$ cat config.mk
export PLATFORM = sky130hd
export DESIGN_NAME = ring_onehot_enc
export DESIGN_NICKNAME = d
export VERILOG_FILES = /design/src/rtl/ring_onehot_enc.sv
export SDC_FILE = /design/constraint.sdc
export NUM_CORES = 1
export LEC_CHECK = 0
export CELL_PAD_IN_SITES_DETAIL_PLACEMENT = 1
export CELL_PAD_IN_SITES_GLOBAL_PLACEMENT = 1
export CORE_AREA = 2 2 39 41
export DETAILED_ROUTE_END_ITERATION = 12
export DIE_AREA = 0 0 41 43
export GPL_TIMING_DRIVEN = 0
export PLACE_DENSITY = 0.86
export SYNTH_ARGS = -nofsm -noshare
export SYNTH_HDL_FRONTEND = slang
export SYNTH_SLANG_ARGS = --single-unit
$ cat constraint.sdc
create_clock -name vclk -period 7.3
set_input_delay 1.46 -clock vclk [all_inputs]
set_output_delay 1.46 -clock vclk [all_outputs]
set_load 0.02 [all_outputs]
$ cat src/rtl/ring_onehot_enc.sv
// rtl/ring_onehot_enc.sv - one-hot to index encoder with exactly-one-bit legality flag
module ring_onehot_enc #(
    parameter int unsigned N  = 7,
    parameter int unsigned PW = $clog2(N)
) (
    input  logic [N-1:0]  onehot,
    output logic [PW-1:0] idx,
    output logic          legal
);

    int unsigned ones;

    always_comb begin
        idx  = '0;
        ones = 0;
        for (int i = 0; i < N; i++) begin
            if (onehot[i]) begin
                ones = ones + 1;
                idx  = PW'(i);
            end
        end
        legal = (ones == 1);
    end

endmodule

==> reports/metrics.cfg <==
[outcome]
status=finished, final reports clean

[timing]
whs_ps=3510
drv_slew=0
finalSetupViolations=0
maxSlewHeadroom_pct=78.4
worst_slew_pin_slew_ps=320
postLayoutSetupSlackWorst_ps=324
hold_viol=0
finalCritPeriodShare_pct=95.6
period_minus_slack_ps=6980
rsz0062_at_grt=no
fmaxAchievable_ghz=0.143

[placed_design]
portBuffers=8
place_congestion=0.716
hpwl_um=955
placed_area_um2=587
dp_cells=89
pre_cts_slack_ps=-190

[final_layout]
syn2layout_area_growth_pct=20.1
seq_area_um2=0
n_sequential_cell=0
design_area_um2=584
antenna_cells=0
clkbuf_count=0
fin_nets=88
fillers=186
final_cells=89
multiInputGateArea_um2=429
drive_above_1_share_pct=20.5

[power_and_ir_drop]
combPwrFrac_pct=100.0
p_switching_w=0.0000397
p_int_w=0.0000374
pwr-share-clk_pct=0
vdd_drop_max_mv=0.0599
swShare_pct=51.4
powerDensity_nw_per_um2=132
seq_power_share_pct=0
p_leak_nw=0.258

[clock_tree]
cts_setup_buffers=0
cts_hold_buffers=0

[critical_path]
cp.required_ps=5840
crit_type=input port to output port
start_kind=input port
path_max_fanout=6
critical_path.endpoint_type=output port
crit_arrival_ps=5520

[logic_synthesis]
ys_seq_area_share_pct=0
synth_warnings=0
syn-num-nets=78
syn_inst=65
netlist_area_um2=487
avgSynthCellArea_um2=7.49
synth.distinct_cells=29

[floorplanning]
start_util_pct=35.2
core_area_um2=1380
die_height_um=43
row_count=14
ios=11
die_w_um=41
die-area_um2=1760

[global_routing]
grt_max_degree=11
track_usage_pct=15.0
grt_pass1_wl_mm=1.96
grt_antenna_before_repair=0
grt_pass1_vias=468
gr-total-overflow=0

[drt]
vias_per_cell=5.28
drt_pre_antenna_iters=4
wire_per_inst_um=11.9
drt_iter0_drc=2
drc=0
drtAntennaViolNets=0
drt-total-wl_mm=1.06
via_count=470

[run]
max_cap_violations=0

[min_path]
hp-class=input port to output port

## critical path, cell delays in order
cell             delay [ps]
clkdlybuf4s50_1         500
inv_1                    60
ha_2                    390
xor2_2                  210
ha_1                    270
nand2_1                  90
o31ai_1                  90
ha_1                    280
mux2_2                  290
ha_1                    290
mux2_2                  270
ha_1                    170
nand2_1                 110
xnor2_1                 120
or3_2                   420
and3_1                  190
a22oi_2                 130
clkbuf_2                190
## cells in the final DEF (no fill, tap or decap), types with 3 or more instances in the layout
cell / instances
nor2_1: 9
inv_1: 8
clkdlybuf4s50_1: 7
nand2_1: 5
ha_1: 5
o31ai_1: 3
xnor2_1: 3
## kinds of logic (layout without fill, tap and decap cells)
group | after synthesis | after routing | synth area share [%]
compound gates | 9 | 9 | 13.6
xor+xnor | 8 | 8 | 22.4
fa+ha+maj | 6 | 6 | 15.4
buf+inv | 11 | 19 | 12.3
mux | 3 | 3 | 6.68
simple gates | 28 | 28 | 29.6
## cells in the mapped netlist, types with 2 or more instances
cell     n  area (um^2)
o21ai_0  2         10.0
ha_1     6         75.1
nor2_1   9         33.8
nor4_1   2         12.5
o31ai_1  3         22.5
nand2_1  5         18.8
inv_1    8         30.0
xnor2_1  3         26.3
and2_1   2         12.5
mux2_2   2         22.5
xnor2_2  2         32.5
nor3_1   2         10.0
buf_6    2         22.5
nand3_1  2         10.0
## power by group through the flow
stage | sequential [W] | combinational (W) | clock, W
2_1_floorplan | 0 | 0.0000601 | 0
3_3_place_gp | 0 | 0.0000762 | 0
3_5_place_dp | 0 | 0.0000798 | 0
4_1_cts | 0 | 0.0000785 | 0
5_1_grt | 0 | 0.0000876 | 0
6_report | 0 | 0.0000771 | 0
## area by class of cell
cell class	count	area share, %
Buffer	3	5.14
Inverter	8	5.14
Multi-Input combinational cell	54	73.4
Tap cell	16	3.43
Timing Repair Buffer	8	12.8
## per-stage QoR
stage                     TNS, ps  util [%]  power [W]
final                           0      42.2  0.0000771
after global placement      -87.1      42.4  0.0000762
after detailed placement     -190      42.4  0.0000798
after global routing            0      42.2  0.0000876
after CTS                       0      42.3  0.0000785
after floorplan                 0         -  0.0000601
## path summary, 6_finish.rpt
check | to | depth (start not counted) | startpoint | slack, ps
setup / recovery | legal | 18 | onehot[1] | 320
hold / removal | legal | 5 | onehot[5] | 3510
## per-layer routing
layer / share of wire, % / global-route usage (%) / wire [um] / vias up
li1: - / - / - / 243
met1: 44 / 19.9 / 463 / 222
met2: 54 / 27.5 / 572 / 5
met3: 2.1 / 0 / 22 / 0
met4: 0 / 0 / 0 / 0
met5: 0 / 0 / 0 / -
## repair_timing
item / in CTS / in global routing
setup endpoints to repair: 1 / 1
pin swaps: 0 / 0
resized for setup: 1 / 3
Power figures use the tool's default switching activity.
